### config.mk
export PLATFORM = sky130hd
export DESIGN_NAME = line_draw_responder_flat
export DESIGN_NICKNAME = d
export VERILOG_FILES = /design/src/rtl/line_pkg.sv /design/src/rtl/line_draw_responder_if.sv /design/src/rtl/line_engine.sv /design/src/rtl/line_draw_responder.sv /design/src/flat_wrapper.sv
export SDC_FILE = /design/constraint.sdc
export NUM_CORES = 1
export LEC_CHECK = 0
export CORE_MARGIN = 2
export CORE_UTILIZATION = 45
export DETAILED_ROUTE_END_ITERATION = 8
export DONT_BUFFER_PORTS = 1
export GPL_TIMING_DRIVEN = 0
export HOLD_SLACK_MARGIN = 0.1
export PLACE_DENSITY = 0.63
export RECOVER_POWER = 50
export SLEW_MARGIN = 20
export SYNTH_ARGS = -nofsm -noshare
export SYNTH_HDL_FRONTEND = slang
export SYNTH_SLANG_ARGS = --single-unit
export TNS_END_PERCENT = 1
### constraint.sdc
create_clock -name Clock -period 7.37 [get_ports Clock]
set_input_delay 1.474 -clock Clock [delete_from_list [all_inputs] [get_ports Clock]]
set_output_delay 1.474 -clock Clock [all_outputs]
set_load 0.05 [all_outputs]
### src/rtl/line_pkg.sv
// Shared types and constants for the line-drawing peripheral: engine states,
// register offsets and a small width helper.
package line_pkg;

    typedef enum logic [2:0] {
        IDLE,
        SETUP,
        ORDER,
        INIT,
        DRAW
    } state_t;

    localparam logic [2:0] OFF_X0     = 3'd0;
    localparam logic [2:0] OFF_Y0     = 3'd1;
    localparam logic [2:0] OFF_X1     = 3'd2;
    localparam logic [2:0] OFF_Y1     = 3'd3;
    localparam logic [2:0] OFF_COLOUR = 3'd4;
    localparam logic [2:0] OFF_GO     = 3'd5;
    localparam logic [2:0] OFF_STATUS = 3'd6;

    function automatic int max_int(input int a, input int b);
        return (a > b) ? a : b;
    endfunction

endpackage

### src/rtl/line_draw_responder_if.sv
// Processor data-bus port seen by the line-drawing peripheral: select, offset,
// write strobe, write data and combinational read data.
interface line_draw_responder_if;

    logic        Sel;
    logic [2:0]  ADDR;
    logic        W;
    logic [15:0] DOUT;
    logic [15:0] RDATA;

    modport master (output Sel, ADDR, W, DOUT, input RDATA);
    modport slave  (input Sel, ADDR, W, DOUT, output RDATA);

endinterface

### src/rtl/line_engine.sv
// Bresenham engine: snapshots endpoints on start, normalises to a shallow
// left-to-right line, then emits one registered pixel per clock.
module line_engine
    import line_pkg::*;
#(
    parameter int XW = 9,
    parameter int YW = 8,
    parameter int CW = 3
) (
    input  logic          clk,
    input  logic          rst,
    input  logic          start,
    input  logic [XW-1:0] x0,
    input  logic [YW-1:0] y0,
    input  logic [XW-1:0] x1,
    input  logic [YW-1:0] y1,
    input  logic [CW-1:0] colour,
    output logic [XW-1:0] pix_x,
    output logic [YW-1:0] pix_y,
    output logic [CW-1:0] pix_colour,
    output logic          plot,
    output logic          busy
);

    localparam int WW = max_int(XW, YW);
    localparam int EW = WW + 2;

    state_t               state;
    logic [WW-1:0]        wx0, wy0, wx1, wy1;
    logic [WW-1:0]        x, y;
    logic [CW-1:0]        col;
    logic                 steep;
    logic                 y_up;
    logic signed [EW-1:0] dx, dy, err;

    logic [WW-1:0]        adx, ady;
    logic                 steep_c;
    logic signed [EW-1:0] dx_c, dy_c, err_sub, err_n;
    logic [WW-1:0]        x_n, y_n;

    always_comb begin
        adx     = (wx1 >= wx0) ? wx1 - wx0 : wx0 - wx1;
        ady     = (wy1 >= wy0) ? wy1 - wy0 : wy0 - wy1;
        steep_c = ady > adx;
        dx_c    = EW'(wx1) - EW'(wx0);
        dy_c    = EW'(ady);
        err_sub = err - dy;
        x_n     = x + WW'(1);
        if (err_sub[EW-1]) begin
            y_n   = y_up ? y + WW'(1) : y - WW'(1);
            err_n = err_sub + dx;
        end else begin
            y_n   = y;
            err_n = err_sub;
        end
    end

    always_ff @(posedge clk or posedge rst) begin
        if (rst) begin
            state      <= IDLE;
            wx0        <= '0;
            wy0        <= '0;
            wx1        <= '0;
            wy1        <= '0;
            x          <= '0;
            y          <= '0;
            col        <= '0;
            steep      <= 1'b0;
            y_up       <= 1'b0;
            dx         <= '0;
            dy         <= '0;
            err        <= '0;
            pix_x      <= '0;
            pix_y      <= '0;
            pix_colour <= '0;
            plot       <= 1'b0;
            busy       <= 1'b0;
        end else begin
            case (state)
                IDLE: begin
                    if (start) begin
                        wx0   <= WW'(x0);
                        wy0   <= WW'(y0);
                        wx1   <= WW'(x1);
                        wy1   <= WW'(y1);
                        col   <= colour;
                        busy  <= 1'b1;
                        state <= SETUP;
                    end
                end
                SETUP: begin
                    steep <= steep_c;
                    // NOTE: swaps need no temporaries because every right-hand side
                    // reads the pre-edge value under non-blocking assignment.
                    if (steep_c) begin
                        wx0 <= wy0;
                        wy0 <= wx0;
                        wx1 <= wy1;
                        wy1 <= wx1;
                    end
                    state <= ORDER;
                end
                ORDER: begin
                    if (wx0 > wx1) begin
                        wx0 <= wx1;
                        wy0 <= wy1;
                        wx1 <= wx0;
                        wy1 <= wy0;
                    end
                    state <= INIT;
                end
                INIT: begin
                    dx         <= dx_c;
                    dy         <= dy_c;
                    err        <= dx_c >>> 1;
                    y_up       <= wy0 < wy1;
                    x          <= wx0;
                    y          <= wy0;
                    pix_x      <= steep ? XW'(wy0) : XW'(wx0);
                    pix_y      <= steep ? YW'(wx0) : YW'(wy0);
                    pix_colour <= col;
                    plot       <= 1'b1;
                    state      <= DRAW;
                end
                DRAW: begin
                    // x/y always hold the pixel currently on the outputs.
                    if (x == wx1) begin
                        plot  <= 1'b0;
                        busy  <= 1'b0;
                        state <= IDLE;
                    end else begin
                        x     <= x_n;
                        y     <= y_n;
                        err   <= err_n;
                        pix_x <= steep ? XW'(y_n) : XW'(x_n);
                        pix_y <= steep ? YW'(x_n) : YW'(y_n);
                    end
                end
                default: state <= IDLE;
            endcase
        end
    end

endmodule

### src/rtl/line_draw_responder.sv
// Memory-mapped line-drawing peripheral: register file, write decode and read
// mux in front of the Bresenham engine that drives the frame-buffer port.
module line_draw_responder
    import line_pkg::*;
#(
    parameter int XW = 9,
    parameter int YW = 8,
    parameter int CW = 3
) (
    input  logic                  Clock,
    input  logic                  Reset,
    line_draw_responder_if.slave  bus,
    output logic [XW-1:0]         VGA_X,
    output logic [YW-1:0]         VGA_Y,
    output logic [CW-1:0]         VGA_COLOUR,
    output logic                  VGA_PLOT,
    output logic                  Busy
);

    logic [XW-1:0] x0_q, x1_q;
    logic [YW-1:0] y0_q, y1_q;
    logic [CW-1:0] colour_q;
    logic          wr;
    logic          go;
    logic [15:0]   rdata;
    logic          unused_dout;

    // Writes are dropped entirely while a line is in flight.
    assign wr          = bus.Sel & bus.W & ~Busy;
    assign go          = wr && (bus.ADDR == OFF_GO);
    assign unused_dout = ^bus.DOUT;

    always_ff @(posedge Clock or posedge Reset) begin
        if (Reset) begin
            x0_q     <= '0;
            y0_q     <= '0;
            x1_q     <= '0;
            y1_q     <= '0;
            colour_q <= '0;
        end else if (wr) begin
            case (bus.ADDR)
                OFF_X0:     x0_q     <= bus.DOUT[XW-1:0];
                OFF_Y0:     y0_q     <= bus.DOUT[YW-1:0];
                OFF_X1:     x1_q     <= bus.DOUT[XW-1:0];
                OFF_Y1:     y1_q     <= bus.DOUT[YW-1:0];
                OFF_COLOUR: colour_q <= bus.DOUT[CW-1:0];
                default:    ;
            endcase
        end
    end

    always_comb begin
        // NOTE: the default assignment first keeps this mux free of latches.
        rdata = '0;
        case (bus.ADDR)
            OFF_X0:     rdata = 16'(x0_q);
            OFF_Y0:     rdata = 16'(y0_q);
            OFF_X1:     rdata = 16'(x1_q);
            OFF_Y1:     rdata = 16'(y1_q);
            OFF_COLOUR: rdata = 16'(colour_q);
            OFF_STATUS: rdata = {15'b0, Busy};
            default:    rdata = '0;
        endcase
    end

    assign bus.RDATA = rdata;

    line_engine #(
        .XW(XW),
        .YW(YW),
        .CW(CW)
    ) u_engine (
        .clk        (Clock),
        .rst        (Reset),
        .start      (go),
        .x0         (x0_q),
        .y0         (y0_q),
        .x1         (x1_q),
        .y1         (y1_q),
        .colour     (colour_q),
        .pix_x      (VGA_X),
        .pix_y      (VGA_Y),
        .pix_colour (VGA_COLOUR),
        .plot       (VGA_PLOT),
        .busy       (Busy)
    );

endmodule

### src/flat_wrapper.sv
// flat-port wrapper written by rule: the top's interface ports become plain ports
module line_draw_responder_flat import line_pkg::*;
#(
    parameter int XW = 9,
    parameter int YW = 8,
    parameter int CW = 3
)
  (Clock, Reset, VGA_X, VGA_Y, VGA_COLOUR, VGA_PLOT, Busy, bus_Sel, bus_ADDR, bus_W, bus_DOUT, bus_RDATA);
  line_draw_responder_if bus_i ();
  input  logic Clock;
  input  logic Reset;
  output logic [XW-1:0] VGA_X;
  output logic [YW-1:0] VGA_Y;
  output logic [CW-1:0] VGA_COLOUR;
  output logic VGA_PLOT;
  output logic Busy;
  input wire logic [$bits(bus_i.Sel)-1:0] bus_Sel;
  input wire logic [$bits(bus_i.ADDR)-1:0] bus_ADDR;
  input wire logic [$bits(bus_i.W)-1:0] bus_W;
  input wire logic [$bits(bus_i.DOUT)-1:0] bus_DOUT;
  output wire logic [$bits(bus_i.RDATA)-1:0] bus_RDATA;
  assign bus_i.Sel = bus_Sel;
  assign bus_i.ADDR = bus_ADDR;
  assign bus_i.W = bus_W;
  assign bus_i.DOUT = bus_DOUT;
  assign bus_RDATA = bus_i.RDATA;
  line_draw_responder #(.XW(XW), .YW(YW), .CW(CW)) u_core (.Clock(Clock), .Reset(Reset), .bus(bus_i), .VGA_X(VGA_X), .VGA_Y(VGA_Y), .VGA_COLOUR(VGA_COLOUR), .VGA_PLOT(VGA_PLOT), .Busy(Busy));
endmodule
==> results_dict.tcl <==
set metrics [dict create \
    cp-end-kind "flop" \
    rows 56 \
    cts_tree "built" \
    syn_avg_cell_area_um2 9.39 \
    r2r_cells 19 \
    max_stage_delay_ns 0.60 \
    cts_buffers 17 \
    port_buffers 0 \
    yosysTopAreaCell "dfrtp_1" \
    slew_violations 163 \
    wl_per_cell_um 22.0 \
    seq_area_frac_synth 0.353 \
    h-tree-depth 4 \
    violations "capacitance limit, slew limit" \
    synth-edff-count 0 \
    worst_slew_margin_rel -0.671 \
    synth_area_mm2 0.0107 \
    die_x_um 158 \
    fin_util 0.500 \
    hold_ws_ns 0.470 \
    nets 1267 \
    clockRootBuffer "clkbuf_16" \
    drive_above_1_share 0.117 \
    hold_path.startpoint "u_core.u_engine.col[0]" \
    antenna_cells 0 \
    cts_sinks 151 \
    dp_cells 1465 \
    cp_slowest_cell "dfrtp_1" \
    period_needed_ns 5.21 \
    cts.repair.resized 0 \
    path_max_fanout 10 \
    worst_pin_slew_ns 2.51 \
    worstPathRequired_ns 7.73 \
    hold_depth 2 \
    hold_path_end "u_core.u_engine.pix_colour[0]" \
    drtPass1Iterations 5 \
    yosysMostFrequentCell "dfrtp_1" \
    ant_nets 0 \
    netlist-cell-type-count 74 \
    cts_setup_buffers 0 \
    synth_seq_cells 151 \
    pre_cts_ws_ns 2.33 \
    maxCapViolCount 3 \
    antenna_found_initial 0 \
    num_io_pins 61 \
    rsz0062_at_grt "false" \
    wirelength_um 32900 \
    dieArea_mm2 0.0250 \
    grtUsageTotal 0.276 \
    synth_top_area_frac 0.353 \
    period_share 0.706 \
    cp_cell_sequence "inv_1 > ha_1 > buf_2 > nor2b_1 > o21ai_0 > nand2b_1 > a2111oi_2 > o211ai_2 > mux2i_1 > xnor2_1 > ha_1 > a211o_1 > o221ai_1 > a21oi_1 > o31a_1 > nor3_1 > buf_2 > buf_4 > mux2i_1" \
    fmax_mhz 192 \
    grt_first_pass_wirelength_um 51500 \
    hold_class "flop to flop" \
    cts.path.max_buffers 2 \
    netlist_instances 1139 \
    grt_pass1_vias 8935 \
    finalWorstSetupSlack_ns 2.16 \
    start_util 0.457 \
    cp_num_buf_inv 4 \
    gp_congestion 0.986 \
    area_growth_pct 9.39 \
    grt_overflow 0 \
    use_met1 0.368 \
    grt_max_degree 98 \
    hold_buffers 0 \
    fin_cells 1497 \
    vias 8913 \
    ys_warn_count 0 \
    synth_area_leaders "dfrtp_1 (35%), ha_1 (8.4%), mux2i_1 (6.2%)" \
    vias_per_cell 5.95 \
    critPathLaunchType "flop" \
    ys_top_cells_by_count "dfrtp_1 (151), nand2_1 (99), a21oi_1 (93)" \
    hold_violations 0 \
    die_height_um 158 \
    critPathArrivalTime_ns 5.57 \
    clock_latency_ns 0.45 \
    status "finished, violations left" \
    cpLargestDelayFamily "compound AO/OA/AOI/OAI gates" \
    drc 0 \
    r2r-end "u_core.u_engine.wx1[2]" \
    regToRegStartpoint "u_core.u_engine.wx0[2]" \
    finalSetupViolCount 0 \
    reg2reg_slack_ns 2.16 \
    gr-usage-met2 0.451 \
    clock_skew_ns 0.0147 \
    grtUsageMet3 0.0558 \
    synth-main-ff-cell "dfrtp_1" \
    clkTransAtPathRegs_ns 0.07 \
    drt-initial-drc-count 780 \
    busiest_layer "met2" \
    place_hpwl_um 25300 \
    async_flop_share 1.00 \
    crit_type "flop to flop" \
    core_area_mm2 0.0234 \
]
## per-stage QoR
| step | instance area (um2) | TNS, ns |
|---|---|---|
| final | 11700 | 0 |
| after global routing | 11700 | 0 |
| after CTS | 11700 | 0 |
| after detailed placement | 11200 | 0 |
| after global placement | 11100 | -6.97 |
| after floorplan | 10700 | 0 |
## sequential cells by signal (all words and copies together), names as in the netlist, 3 cells and up
| signal | cells |
|---|---|
| u_core.u_engine.err | 11 |
| u_core.u_engine.dx | 10 |
| u_core.u_engine.dy | 9 |
| u_core.u_engine.pix_x | 9 |
| u_core.u_engine.wx0 | 9 |
| u_core.u_engine.wx1 | 9 |
| u_core.u_engine.wy0 | 9 |
| u_core.u_engine.wy1 | 9 |
| u_core.u_engine.x | 9 |
| u_core.u_engine.y | 9 |
| u_core.x0_q | 9 |
| u_core.x1_q | 9 |
| u_core.u_engine.pix_y | 8 |
| u_core.y0_q | 8 |
| u_core.y1_q | 8 |
| u_core.colour_q | 3 |
| u_core.u_engine.col | 3 |
| u_core.u_engine.pix_colour | 3 |
| u_core.u_engine.state | 3 |
## worst min-delay path, delay by kind of cell (launching register included)
family	cells	cell delay (ns)
DFF	1	0.34
and+or+nand+nor	2	0.10
## how the worst max path moves through the flow
stage | end | cells after the start | slack, ns | from
global route | u_core.u_engine.y[8] | 2 | 1.63 | Reset
CTS | u_core.u_engine.wx1[2] | 19 | 2.30 | u_core.u_engine.wx1[0]
detailed placement | u_core.u_engine.wy1[4] | 19 | 2.33 | u_core.u_engine.wx1[0]
global placement | u_core.u_engine.err[6] | 1 | -0.06 | Reset
finish | u_core.u_engine.wx1[2] | 19 | 2.16 | u_core.u_engine.wx0[2]
floorplan | u_core.colour_q[0] | 1 | 1.83 | Reset
## cell type report
type,count,area (um2)
inverter,68,256
multi-input combinational,859,6370
fill,2276,11700
timing repair buffer,1,5.00
buffer,67,313
tap,319,399
sequential,151,3780
clock buffer,17,425
clock inverter,15,153
## layout by cell type (no fill, tap or decap), types with 9 or more instances in the layout
cell / n
dfrtp_1: 151
nand2_1: 99
a21oi_1: 93
ha_1: 72
nor2_1: 69
mux2i_1: 66
o21ai_0: 65
inv_1: 65
mux2_2: 57
xnor2_1: 42
clkbuf_1: 37
a22o_1: 34
nand3_1: 17
clkbuf_16: 17
nor2b_1: 16
nor3_1: 15
a21o_1: 15
xor2_1: 15
buf_2: 13
buf_4: 12
a22oi_1: 12
a31oi_1: 11
o211ai_1: 10
o21a_1: 10
nand2b_1: 10
o22ai_1: 10
a211oi_1: 9
## per-layer routing
layer  vias up  routed length (um)
met5         -                   0
met4         0                 864
met3        50                2280
met2       344               15400
met1      4364               14400
li1       4155                   -
## cell families after synthesis
group           synth area share
compound gates             0.202
xor+xnor                  0.0467
fa+ha+maj                 0.0973
buf+inv                   0.0531
flops                      0.353
mux                        0.134
other cells             0.000350
simple gates               0.113
Power is left out: the tool's default activity adds up to more than one toggle a clock period on the data nets, which glitch-free logic cannot reach.
